**config.mk**
```make
export PLATFORM = sky130hd
export DESIGN_NAME = instr_fetch
export DESIGN_NICKNAME = d
export VERILOG_FILES = /design/src/rtl/instr_fetch_pkg.sv /design/src/rtl/instr_byte_assembler.sv /design/src/rtl/instr_fetch.sv
export SDC_FILE = /design/constraint.sdc
export NUM_CORES = 1
export LEC_CHECK = 0
export CAP_MARGIN = 20
export CORE_MARGIN = 3
export CORE_UTILIZATION = 45
export CTS_CLUSTER_DIAMETER = 50
export CTS_CLUSTER_SIZE = 10
export DETAILED_ROUTE_END_ITERATION = 8
export PLACE_DENSITY = 0.73
export SLEW_MARGIN = 20
export SYNTH_ARGS = -nofsm -noshare
export SYNTH_HDL_FRONTEND = slang
export SYNTH_SLANG_ARGS = --single-unit
```
**constraint.sdc**
```tcl
create_clock -name clk -period 3.4 [get_ports clk]
set_input_delay 0.51 -clock clk [delete_from_list [all_inputs] [get_ports clk]]
set_output_delay 0.51 -clock clk [all_outputs]
set_load 0.05 [all_outputs]
```
**src/rtl/instr_fetch_pkg.sv**
```systemverilog
// -----------------------------------------------------------------------------
// instr_fetch_pkg
//   Shared definitions for the nano-cpu fetch stage: fetch FSM state encodings,
//   instruction length, counter widths and the fetch-address legality check.
// -----------------------------------------------------------------------------
package instr_fetch_pkg;

   // RV32 instructions are fetched as four little-endian bytes.
   localparam int RV32_ILEN_BYTES = 4;

   // Index of a byte lane inside one instruction (0..3).
   localparam int BYTE_IDX_W = $clog2(RV32_ILEN_BYTES);

   // Strobe counter must also represent "all bytes issued" (0..4).
   localparam int ISSUE_W = $clog2(RV32_ILEN_BYTES + 1);

   typedef enum logic [1:0] {
      FETCH = 2'd0,  // issuing byte reads / collecting returned bytes
      HOLD  = 2'd1,  // complete instruction presented, waiting for proc
      FAULT = 2'd2   // illegal fetch address seen; terminal until reset
   } fetch_state_t;

   // A fetch address is legal when it is instruction aligned and lies
   // entirely inside the 2**addr_w byte instruction memory.
   function automatic logic pc_legal(input logic [31:0] pc,
                                     input int unsigned addr_w);
      logic [31:0] hi_mask;
      hi_mask = 32'hFFFF_FFFF << addr_w;
      return (pc[1:0] == 2'b00) && ((pc & hi_mask) == 32'h0);
   endfunction

endpackage

```
**src/rtl/instr_byte_assembler.sv**
```systemverilog
// -----------------------------------------------------------------------------
// instr_byte_assembler
//   Collects the bytes of one instruction as they return from memory and
//   inserts byte k into lane k of a 32-bit word.
//
//   clk        : clock, rising edge
//   rst        : asynchronous active-low reset
//   clear      : abandon the partially assembled word (fetch redirect)
//   byte_valid : byte_in carries the next returned byte this cycle
//   byte_in    : returned byte
//   done       : this cycle's byte completes the word (combinational pulse)
//   word       : assembled word including this cycle's byte; valid with done
// -----------------------------------------------------------------------------
module instr_byte_assembler
   import instr_fetch_pkg::*;
(
   input  logic        clk,
   input  logic        rst,
   input  logic        clear,
   input  logic        byte_valid,
   input  logic [7:0]  byte_in,
   output logic        done,
   output logic [31:0] word
);

   logic [RV32_ILEN_BYTES-1:0][7:0] lanes;
   logic [RV32_ILEN_BYTES-1:0][7:0] word_lanes;
   logic [BYTE_IDX_W-1:0]           recv_cnt;

   // recv_cnt wraps 3 -> 0 on the final byte, so the next fetch starts clean.
   always_ff @(posedge clk or negedge rst) begin
      if (!rst) begin
         // NOTE: the lane register is reset as well, so the assembled word is
         // never X even if a partially filled lane were ever exposed.
         lanes    <= '0;
         recv_cnt <= '0;
      end else if (clear) begin
         recv_cnt <= '0;
      end else if (byte_valid) begin
         // NOTE: non-blocking assignments keep every register in this block
         // reading its pre-edge value, independent of statement order.
         lanes[recv_cnt] <= byte_in;
         recv_cnt        <= recv_cnt + 1'b1;
      end
   end

   // The final byte is merged combinationally so the top can register the
   // complete word on the same edge that captures byte 3.
   always_comb begin
      // NOTE: full default before the conditional update, so no latch.
      word_lanes           = lanes;
      word_lanes[recv_cnt] = byte_in;
   end

   assign word = word_lanes;
   assign done = byte_valid && !clear &&
                 (recv_cnt == BYTE_IDX_W'(RV32_ILEN_BYTES - 1));

endmodule

```
**src/rtl/instr_fetch.sv**
```systemverilog
// -----------------------------------------------------------------------------
// instr_fetch
//   Fetch stage for the nano-cpu core. Reads four bytes from a byte-wide
//   synchronous instruction memory (1-cycle read latency), assembles a
//   little-endian RV32 instruction and hands it to proc over valid/ready.
//   Taken-branch redirects restart the fetch; misaligned or out-of-range
//   fetch addresses park the stage in a sticky FAULT state until reset.
//
//   clk            : clock, rising edge
//   rst            : asynchronous active-low reset
//   mem_rd_en      : byte read strobe to instruction memory
//   mem_addr       : byte address for the strobe
//   mem_rdata      : data for the strobe issued in the previous cycle
//   instr_valid    : instr_out / instr_pc hold a complete instruction
//   instr_ready    : proc accepts the instruction (valid && ready)
//   instr_out      : {byte[pc+3], byte[pc+2], byte[pc+1], byte[pc]}
//   instr_pc       : address of instr_out
//   redirect_valid : proc requests a fetch restart
//   redirect_pc    : restart address
//   fetch_fault    : sticky misaligned / out-of-range fetch indication
// -----------------------------------------------------------------------------
module instr_fetch
   import instr_fetch_pkg::*;
#(
   parameter int          ADDR_W   = 10,
   parameter logic [31:0] RESET_PC = 32'h0
) (
   input  logic              clk,
   input  logic              rst,
   output logic              mem_rd_en,
   output logic [ADDR_W-1:0] mem_addr,
   input  logic [7:0]        mem_rdata,
   output logic              instr_valid,
   input  logic              instr_ready,
   output logic [31:0]       instr_out,
   output logic [31:0]       instr_pc,
   input  logic              redirect_valid,
   input  logic [31:0]       redirect_pc,
   output logic              fetch_fault
);

   fetch_state_t       state;
   logic [31:0]        pc;
   logic [ISSUE_W-1:0] issue_cnt;
   logic               rd_pend;      // a strobe was issued last cycle

   logic               redirect_take;
   logic               handshake;
   logic               start_fetch;
   logic [31:0]        start_pc;
   logic               asm_done;
   logic [31:0]        asm_word;

   assign redirect_take = redirect_valid && (state != FAULT);
   assign handshake     = instr_valid && instr_ready;

   // Every new pc (redirect, sequential after a handshake, or the reset pc
   // on the first cycle out of reset) goes through the same start path, where
   // it is checked and, if legal, its first strobe is issued immediately.
   always_comb begin
      start_fetch = 1'b0;
      start_pc    = pc;
      if (redirect_take) begin
         start_fetch = 1'b1;
         start_pc    = redirect_pc;
      end else if ((state == HOLD) && handshake) begin
         start_fetch = 1'b1;
         start_pc    = pc + 32'd4;
      end else if ((state == FETCH) && (issue_cnt == '0)) begin
         // Only reachable directly after reset: every other start leaves
         // issue_cnt at 1.
         start_fetch = 1'b1;
      end
   end

   // The byte returning in the cycle after a redirect belongs to the old
   // fetch; rd_pend is cleared on redirect so it is never presented.
   instr_byte_assembler u_asm (
      .clk        (clk),
      .rst        (rst),
      .clear      (redirect_take),
      .byte_valid (rd_pend && (state == FETCH)),
      .byte_in    (mem_rdata),
      .done       (asm_done),
      .word       (asm_word)
   );

   always_ff @(posedge clk or negedge rst) begin
      if (!rst) begin
         state       <= FETCH;
         pc          <= RESET_PC;
         issue_cnt   <= '0;
         rd_pend     <= 1'b0;
         mem_rd_en   <= 1'b0;
         mem_addr    <= '0;
         instr_valid <= 1'b0;
         instr_out   <= '0;
         instr_pc    <= '0;
         fetch_fault <= 1'b0;
      end else begin
         rd_pend <= mem_rd_en && !redirect_take;

         if (state == FAULT) begin
            // Terminal: no strobes, no instructions, redirects ignored.
            mem_rd_en   <= 1'b0;
            instr_valid <= 1'b0;
            fetch_fault <= 1'b1;
            rd_pend     <= 1'b0;
         end else if (start_fetch) begin
            pc          <= start_pc;
            instr_valid <= 1'b0;
            if (!pc_legal(start_pc, ADDR_W)) begin
               state       <= FAULT;
               fetch_fault <= 1'b1;
               mem_rd_en   <= 1'b0;
               issue_cnt   <= '0;
               rd_pend     <= 1'b0;
            end else begin
               state     <= FETCH;
               mem_rd_en <= 1'b1;
               mem_addr  <= start_pc[ADDR_W-1:0];
               issue_cnt <= ISSUE_W'(1);
            end
         end else if (state == FETCH) begin
            if (issue_cnt < ISSUE_W'(RV32_ILEN_BYTES)) begin
               mem_rd_en <= 1'b1;
               mem_addr  <= pc[ADDR_W-1:0] + ADDR_W'(issue_cnt);
               issue_cnt <= issue_cnt + 1'b1;
            end else begin
               mem_rd_en <= 1'b0;
            end
            if (asm_done) begin
               state       <= HOLD;
               instr_valid <= 1'b1;
               instr_out   <= asm_word;
               instr_pc    <= pc;
            end
         end
         // HOLD without handshake or redirect: everything holds.
      end
   end

endmodule
```
# Word level (Yosys, flattened, before mapping)
# Index checks and enable logic that the tools add are counted.
[totals]
word_cells = 98
in_bits = 44
out_inout_bits = 77
latchBits = 0
regBits = 149
memories = 0
mem_bits_ro = 0
mem_bits_rw = 0
[classes]
div = 0
n_reduce_logical = 30
magnitude_cmp = 3
eq_ne = 6
n_shift = 0
muxes = 37
n_addsub = 4
bitwise_logic = 3
multipliers = 0
[ops]
columns = ["cell", "n"]
rows = [
  ["two-way mux 32 bit", 2],
  ["two-way mux 10 bit", 4],
  ["adder 32 x 3 -> 32 bit, second input constant", 1],
  ["bitwise mux 32 bit", 1],
  ["logical NOT 32 bit", 1],
  ["two-way mux 1 bit", 19],
  ["demux 8 bit (select 2 bit)", 1],
  ["two-way mux 2 bit", 6],
  ["adder 10 x 3 -> 10 bit", 1],
  ["logical AND 1 bit", 10],
  ["nonzero test 2 bit", 5],
  ["two-way mux 3 bit", 3],
  ["two-way mux 8 bit", 1],
  ["AND reduction 2 bit", 4],
  ["AND reduction 4 bit", 2],
  ["AND reduction 3 bit", 2],
  ["nonzero test 3 bit", 2],
  ["equality test 2 bit, second input constant", 2],
  ["logical NOT 2 bit", 2],
  ["inequality test 2 bit, second input constant", 2],
  ["adder 3 x 1 -> 3 bit, second input constant", 1],
  ["logical NOT 3 bit", 1],
  ["less-than comparator 2 x 3 -> 1 bit, second input constant", 1],
  ["less-than comparator 3 bit, second input constant", 1],
  ["6 further kinds", 8],
]

# Logic depth before layout (Yosys ltp)
# Gate-level depths: netlist of the first run.
[logic_depth]
depth_word = 9
ltp_mapped = 13
ltp_nobuf = 10

# Cells and area by module
# A second synthesis of the first run with hierarchy kept.
[unflattened]
hier_cells = 693
hier_area_um2 = 7701.1
[modules_own_cells]
columns = ["mod", "seq_area_each_um2", "area_each_um2", "cells_per_inst", "n_inst"]
rows = [
  ["instr_fetch", 2877.8, 5885.6, 571, 1],
  ["instr_byte_assembler", 850.8, 1815.5, 122, 1],
]

# Worst setup path before layout of the first run
# No wires, ideal clock.
[synth_path]
kind = "flip-flop to flip-flop"
startpoint = "register instr_valid"
endpoint = "register mem_addr[5]"
t_arrival_ns = 3.302
slack_ns = -0.029
period_less_slack_ns = 3.429
path_buffers = 3
stages_incl_launch_ff = 13
setup_ns = 0.126
path_cell_list = "dfrtp_1 > nand4b_4 > or4_1 > buf_2 > or3_4 > o211a_1 > nor4_1 > nor4b_2 > and4b_1 > buf_4 > buf_6 > nor2_1 > a311o_1"
[synth_via]
elab_chain_cells = 8
elab_cells_between_ends = 15
[synth_lines]
columns = ["item", "line", "text"]
rows = [
  ["from (decl)", "instr_fetch.sv:33", "output logic instr_valid,"],
  ["from (signal assigned)", "instr_fetch.sv:96", "instr_valid <= 1'b0;"],
  ["from (signal assigned)", "instr_fetch.sv:106", "instr_valid <= 1'b0;"],
  ["from (signal assigned)", "instr_fetch.sv:111", "instr_valid <= 1'b0;"],
  ["logical AND 1 bit *", "instr_fetch.sv:55", "assign handshake = instr_valid && instr_ready;"],
  ["logical AND 1 bit *", "instr_fetch.sv:66", "end else if ((state == HOLD) && handshake) begin"],
  ["two-way mux 32 bit", "instr_fetch.sv:66", ""],
  ["two-way mux 32 bit", "instr_fetch.sv:63", "if (redirect_take) begin"],
  ["logical NOT 32 bit / logical NOT 2 bit (equally long branches)", "instr_fetch_pkg.sv:29", "return (pc[1:0] == 2'b00) && ((pc & hi_mask) == 32'h0);"],
  ["logical AND 1 bit", "instr_fetch_pkg.sv:29", ""],
  ["inequality test 2 x 1 -> 1 bit (no source line)", "n/a", ""],
  ["AND reduction 4 bit (no source line)", "n/a", ""],
  ["to (signal assigned)", "instr_fetch.sv:121", "mem_addr <= start_pc[ADDR_W-1:0];"],
  ["to (signal assigned)", "instr_fetch.sv:127", "mem_addr <= pc[ADDR_W-1:0] + ADDR_W'(issue_cnt);"],
  ["to (decl)", "instr_fetch.sv:31", "output logic [ADDR_W-1:0] mem_addr,"],
]
# Mark *: on every way between the ends. The rest lies on a longest branch, timed or not. The select of a mux whose other input is x is not followed.
# A chain may end at the register's enable or synchronous reset.

# Worst setup path after layout of the first run
[layout_path]
startpoint = "register pc[9]"
endpoint = "register mem_addr[0]"
[layout_via]
elab_chain_cells = 7
[layout_lines]
columns = ["item", "line", "text"]
rows = [
  ["from (decl)", "instr_fetch.sv:43", "logic [31:0] pc;"],
  ["from (signal assigned)", "instr_fetch.sv:110", "pc <= start_pc;"],
  ["adder 32 x 3 -> 32 bit", "instr_fetch.sv:68", "start_pc = pc + 32'd4;"],
  ["two-way mux 32 bit", "instr_fetch.sv:66", ""],
  ["two-way mux 32 bit", "instr_fetch.sv:63", ""],
  ["logical NOT 32 bit", "instr_fetch_pkg.sv:29", ""],
  ["logical AND 1 bit", "instr_fetch_pkg.sv:29", ""],
  ["inequality test 2 x 1 -> 1 bit (no source line)", "n/a", ""],
  ["AND reduction 4 bit (no source line)", "n/a", ""],
]
# No other way between the ends.

==> results of run 1 <==
## synthesized netlist by cell type (2+ instances only)
cell      number  area share, %
nor4_1        10           0.92
buf_2          6           0.44
and3_1         4           0.37
mux2i_1       27            4.0
nand3_1       17            1.3
a22oi_1        3           0.33
inv_1         13           0.72
nor3_1        19            1.4
mux2_1         3           0.50
nand2_1       61            3.4
buf_4          2           0.22
a22o_1         6           0.77
or3_1          8           0.74
xor2_1         8            1.0
nor2b_1        2           0.18
a21oi_1       31            2.3
o31ai_1        4           0.44
buf_1          4           0.22
nand4_1        7           0.64
and2_1         3           0.28
xnor2_1       27            3.5
nor2_1        54            3.0
clkbuf_1      26            1.4
o21ai_0       30            2.2
a311o_1        5           0.74
a21o_1         5           0.55
mux2_2        64             11
dfrtp_1      141             52
ha_1          10            1.8
nor4b_1        2           0.26
or4_1          3           0.33
a31oi_1        7           0.64
## report_power, final
group | total [uW] | internal, uW | switching (uW)
Combinational | 1800 | 780 | 1020
Sequential | 2250 | 1930 | 316
Clock | 1840 | 1170 | 673
## registers in the layout, summed over array words and instances (netlist names), 2 cells and up
name / cells
state: 2
mem_addr: 10
instr_out: 32
u_asm.recv_cnt: 2
u_asm.lanes: 24
issue_cnt: 3
instr_pc: 32
pc: 32
## stage by stage
stage                     cells  setup TNS (ns)  utilization, %  total power, uW
after detailed placement    939           -4.71            57.4             4050
after floorplan             631               0               -             3360
final                       970               0            61.5             5890
after CTS                   970               0            61.4             5920
after global placement      939           -3.87            57.4             4010
after global routing        970               0            61.5             6220
## kinds of logic after synthesis
group,count (synthesis),share of synthesized area (%)
DFF,141,52.0
buffers and inverters,53,3.26
and+or+nand+nor,199,14.2
muxes,94,15.1
adders and majority gates,11,2.14
AOI/OAI and AO/OA,98,8.81
xor gates and xnor gates,35,4.51
## final cells by class
class	count	area [sq um]	area share [%]
repair buffers	163	1550	17.2
inverters	14	52.6	0.584
clock inverters	6	82.6	0.917
multi-input cells	437	3050	33.9
flip-flops and latches	141	3530	39.2
clock buffers	25	505	5.61
well taps	184	230	2.56
## worst max-delay path: stages (launching register included)
cell	delay [ns]
dfrtp_1	0.42
nand4_1	0.21
or3_1	0.51
or3_4	0.44
o211a_1	0.23
nor4_1	0.23
nor4b_2	0.22
and4b_1	0.27
buf_12	0.15
o21ai_2	0.07
buf_4	0.16
a22o_1	0.18
## final timing paths
path	from	end	cells past startpoint
min in group clk	instr_pc[30]$_DFFE_PN0P_	instr_pc[30]$_DFFE_PN0P_	1
max in group asynchronous	rst	pc[29]$_DFFE_PN0P_	2
max	pc[9]$_DFFE_PN0P_	mem_addr[0]$_DFFE_PN0P_	11
min	rst	instr_out[27]$_DFFE_PN0P_	1
max reg2reg	pc[9]$_DFFE_PN0P_	mem_addr[0]$_DFFE_PN0P_	11
min reg2reg	instr_pc[30]$_DFFE_PN0P_	instr_pc[30]$_DFFE_PN0P_	1
## layer usage
metal,vias up,routed length [um]
li1,2510,-
met1,2663,7770
met2,189,8100
met3,33,963
met4,0,331
met5,-,0
## repair_timing
| action | in CTS | in global routing |
|---|---|---|
| endpoints found under the setup margin | 0 | 12 |
| gates resized for setup | 0 | 2 |
| hold buffers | 0 | 0 |
==> flow_metrics.env, run 1 <==
export IMPL_syn_to_final_growth_pct=32.6
export IMPL_grt_max_degree=86
export IMPL_setup_viol=0
export IMPL_grt_pass1_vias=5482
export IMPL_htreeDepth=4
export IMPL_gp_congestion=0.866
export IMPL_wl_per_cell_um=17.7
export IMPL_cts_buffer_depth=2
export IMPL_placed_cell_area_sq_um=8410
export IMPL_routed_via_count=5395
export IMPL_synth_area_sq_um=6790
export IMPL_timing_fmax_ghz=0.310
export IMPL_dp_worst_setup_slack_ns=-0.395
export IMPL_reg2reg_slack_ns=0.17
export IMPL_fin_crit_sh_pct=94.9
export IMPL_finClkSkew_ns=0.0100
export IMPL_hp_class="in2async"
export IMPL_grt_pass1_wl_um=28100
export IMPL_async_reset_ff_share_pct=100
export IMPL_ys_ff_latch=141
export IMPL_worstSetupPathType="reg2reg"
export IMPL_die_h_um=129
export IMPL_root_buffer="clkbuf_16"
export IMPL_layout_common_cells="dfrtp_1, clkdlybuf4s50_1, mux2_2"
export IMPL_final_max_slew_viol_count=0
export IMPL_dp_hpwl_um=12500
export IMPL_final_common_cell="dfrtp_1"
export IMPL_postCtsSetupBuffers=0
export IMPL_power_density_nw_per_um2=654
export IMPL_port_buffers=120
export IMPL_fin_crit_ns=3.23
export IMPL_arrival_ns=3.53
export IMPL_drtPass1Iterations=5
export IMPL_crit_required_ns=3.71
export IMPL_grt_met1_usage_pct=29.2
export IMPL_ys_flop_type="dfrtp_1"
export IMPL_grtUsageTotal_pct=21.5
export IMPL_core_sq_um=14600
export IMPL_grt_use_met3_pct=4.98
export IMPL_drt_total_wl_um=17200
export IMPL_cp_max_fo=13
export IMPL_synthDistinctLibCells=51
export IMPL_relSlewSlack_pct=46.9
export IMPL_report_final_hold_viol_count=0
export IMPL_synth_edf_count=0
export IMPL_die_w_um=129
export IMPL_start_util_pct=46.4
export IMPL_path_clk_slew_ns=0.06
export IMPL_dieArea_sq_um=16600
export IMPL_peakVddDrop_uv=392
export IMPL_drc=0
export IMPL_rsz0062_at_grt="false"
export IMPL_top_usage_layer="met2"
export IMPL_grt_util_met2_pct=34.3
export IMPL_maxCapViolCount=0
export IMPL_fill_cells=1186
export IMPL_grt_antenna_before_repair=0
export IMPL_layout_drive_gt1_share_pct=18.4
export IMPL_pin_count=121
export IMPL_avgViaCountPerCell=5.56
export IMPL_post_synth_cell_area_avg_sq_um=10.8
export IMPL_synth_seq_area_share_pct=52.0
export IMPL_critPathCaptureType="flop"
export IMPL_yosysWarnings=0
export IMPL_syn_nets=686
export IMPL_startpoint_type="flop"
export IMPL_rows=44
export IMPL_setup_ws_ns=0.174
export IMPL_detail_route_antenna_nets=0
export IMPL_worst_slew_pin_slew_ns=0.796
export IMPL_synth_cells=631
export IMPL_fin_nets=829
export IMPL_whs_ns=0.137
export IMPL_clk_latency_ns=0.42
export IMPL_overflow=0
export IMPL_cts_buffers=17
export IMPL_cts_sinks=141
export IMPL_fin_area_sq_um=9000
export IMPL_cts_tree="built"
export IMPL_power_leakage_uw=0.00395
export IMPL_num_antenna_cells=0
export IMPL_drtIter0Drc=364
export IMPL_status="finished, final reports clean"
Power figures use the tool's default switching activity.
==> run 2: changes to the inputs <==
--- a/config.mk
+++ b/config.mk
@@ -11,8 +11,11 @@
 export CTS_CLUSTER_DIAMETER = 50
 export CTS_CLUSTER_SIZE = 10
 export DETAILED_ROUTE_END_ITERATION = 8
+export HOLD_SLACK_MARGIN = 0.12
+export MAX_ROUTING_LAYER = met4
 export PLACE_DENSITY = 0.73
 export SLEW_MARGIN = 20
 export SYNTH_ARGS = -nofsm -noshare
 export SYNTH_HDL_FRONTEND = slang
 export SYNTH_SLANG_ARGS = --single-unit
+export TNS_END_PERCENT = 10
==> flow_metrics.env, run 2 (same netlist as run 1, synthesis figures left out) <==
export IMPL_top_usage_layer="met2"
export IMPL_grt_antenna_before_repair=0
export IMPL_final_max_slew_viol_count=0
export IMPL_grt_util_met2_pct=34.9
export IMPL_power_leakage_uw=0.00394
export IMPL_overflow=0
export IMPL_report_final_hold_viol_count=0
export IMPL_path_cells="nand4_1, or3_1, or3_4, o211a_1, nor4_2, nor4b_2, and4b_2, buf_12, o21ai_2, buf_4, a22o_1"
export IMPL_start_util_pct=46.4
export IMPL_drt_total_wl_um=17200
export IMPL_arrival_ns=3.50
export IMPL_avgViaCountPerCell=5.49
export IMPL_grt_met1_usage_pct=29.2
export IMPL_critical_path_top_delay_family="simple AND/OR/NAND/NOR gates"
export IMPL_die_w_um=129
export IMPL_relSlewSlack_pct=50.0
export IMPL_rows=44
export IMPL_fin_setup_tns_ns=0
export IMPL_pin_count=121
export IMPL_path_clk_slew_ns=0.06
export IMPL_timing_fmax_ghz=0.314
export IMPL_detail_route_antenna_nets=0
export IMPL_gp_congestion=0.880
export IMPL_worst_slew_pin_slew_ns=0.750
export IMPL_htreeDepth=4
export IMPL_finClkSkew_ns=0.0121
export IMPL_ctsHoldBuffers=0
export IMPL_maxCapViolCount=0
export IMPL_grt_pass1_vias=5309
export IMPL_grt_max_degree=84
export IMPL_reg2reg_depth=11
export IMPL_cts_buffers=17
export IMPL_wl_per_cell_um=17.7
export IMPL_grt_pass1_wl_um=27900
export IMPL_clk_latency_ns=0.43
export IMPL_port_buffers=120
export IMPL_die_h_um=129
export IMPL_critPathCaptureType="flop"
export IMPL_status="finished, final reports clean"
export IMPL_rsz0062_at_grt="false"
export IMPL_grtUsageTotal_pct=22.1
export IMPL_core_sq_um=14600
export IMPL_rr_endpoint="mem_addr[0]$_DFFE_PN0P_"
export IMPL_reg_top3="instr_out: 32 flops, instr_pc: 32 flops, pc: 32 flops"
export IMPL_drtIter0Drc=342
export IMPL_whs_ns=0.124
export IMPL_dieArea_sq_um=16600
export IMPL_num_antenna_cells=0
export IMPL_r2r_start="pc[12]$_DFFE_PN0P_"
export IMPL_fin_crit_sh_pct=93.6
export IMPL_layout_drive_gt1_share_pct=19.7
export IMPL_cp_num_buf_inv=2
export IMPL_crit_required_ns=3.72
export IMPL_fill_cells=1177
export IMPL_root_buffer="clkbuf_16"
export IMPL_hp_class="in2async"
export IMPL_peakVddDrop_uv=358
export IMPL_drtPass1Iterations=5
export IMPL_cts_buffer_depth=2
export IMPL_routed_via_count=5338
export IMPL_critical_path_max_stage_delay_ns=0.51
export IMPL_drc=0
export IMPL_setup_viol=0
export IMPL_cp_max_fo=13
export IMPL_crit_slowest_cell="or3_1"
export IMPL_fin_crit_ns=3.18
export IMPL_power_density_nw_per_um2=644
export IMPL_cts_tree="built"
export IMPL_worstSetupPathType="reg2reg"
export IMPL_grt_use_met3_pct=4.61
export IMPL_syn_to_final_growth_pct=33.2
export IMPL_fin_nets=830
export IMPL_final_common_cell="dfrtp_1"
export IMPL_cts_sinks=141
export IMPL_reg2reg_slack_ns=0.22
export IMPL_startpoint_type="flop"
export IMPL_layout_common_cells="dfrtp_1, clkdlybuf4s50_1, mux2_2"
export IMPL_dp_hpwl_um=12400
-- run 2: power breakdown --
part / internal, uW / total, uW / switching (uW)
registers: 1930 / 2260 / 329
clock network: 1030 / 1750 / 719
logic: 792 / 1820 / 1030
total: 3750 / 5830 / 2080
-- run 2: worst max path at each step --
stage	from	slack, ns	to	cells after the start
global route	pc[12]$_DFFE_PN0P_	0.03	mem_addr[0]$_DFFE_PN0P_	11
floorplan	instr_valid$_DFFE_PN0P_	0.14	mem_addr[5]$_DFFE_PN0P_	12
detailed placement	instr_ready	-0.39	mem_addr[0]$_DFFE_PN0P_	12
CTS	instr_ready	0.04	rd_pend$_DFF_PN0_	11
finish	pc[12]$_DFFE_PN0P_	0.22	mem_addr[0]$_DFFE_PN0P_	11
global placement	instr_ready	-0.30	mem_addr[0]$_DFFE_PN0P_	12
-- run 2: per-layer routing --
layer	vias up	share of wire, %
met3	18	5.0
met5	-	0
met1	2606	45
met4	0	1.2
met2	199	49
li1	2515	-
-- run 2: final cells by class --
| type | instances | area, sq um | share of cell area [%] |
|---|---|---|---|
| Sequential cell | 141 | 3530 | 39.0 |
| Inverter | 14 | 52.6 | 0.581 |
| Tap cell | 184 | 230 | 2.54 |
| Timing Repair Buffer | 164 | 1590 | 17.5 |
| Multi-Input combinational cell | 437 | 3090 | 34.1 |
| Clock buffer | 20 | 447 | 4.94 |
| Clock inverter | 12 | 114 | 1.26 |
-- run 2: per-stage QoR --
stage | util [%] | std cells | setup slack (ns) | area (sq um) | total power, uW
finish | 61.8 | 972 | 0.219 | 9050 | 5830
global route | 61.8 | 972 | 0.0281 | 9050 | 6160
CTS | 61.5 | 972 | 0.0366 | 9000 | 5830
detailed placement | 57.6 | 940 | -0.388 | 8440 | 4060
global placement | 57.6 | 940 | -0.302 | 8440 | 4020
floorplan | - | 631 | 0.136 | 6790 | 3360
-- run 2: timing repair --
action	in CTS	in global routing
endpoints found under the setup margin	0	12
setup buffers	0	0
gates resized for setup	0	9
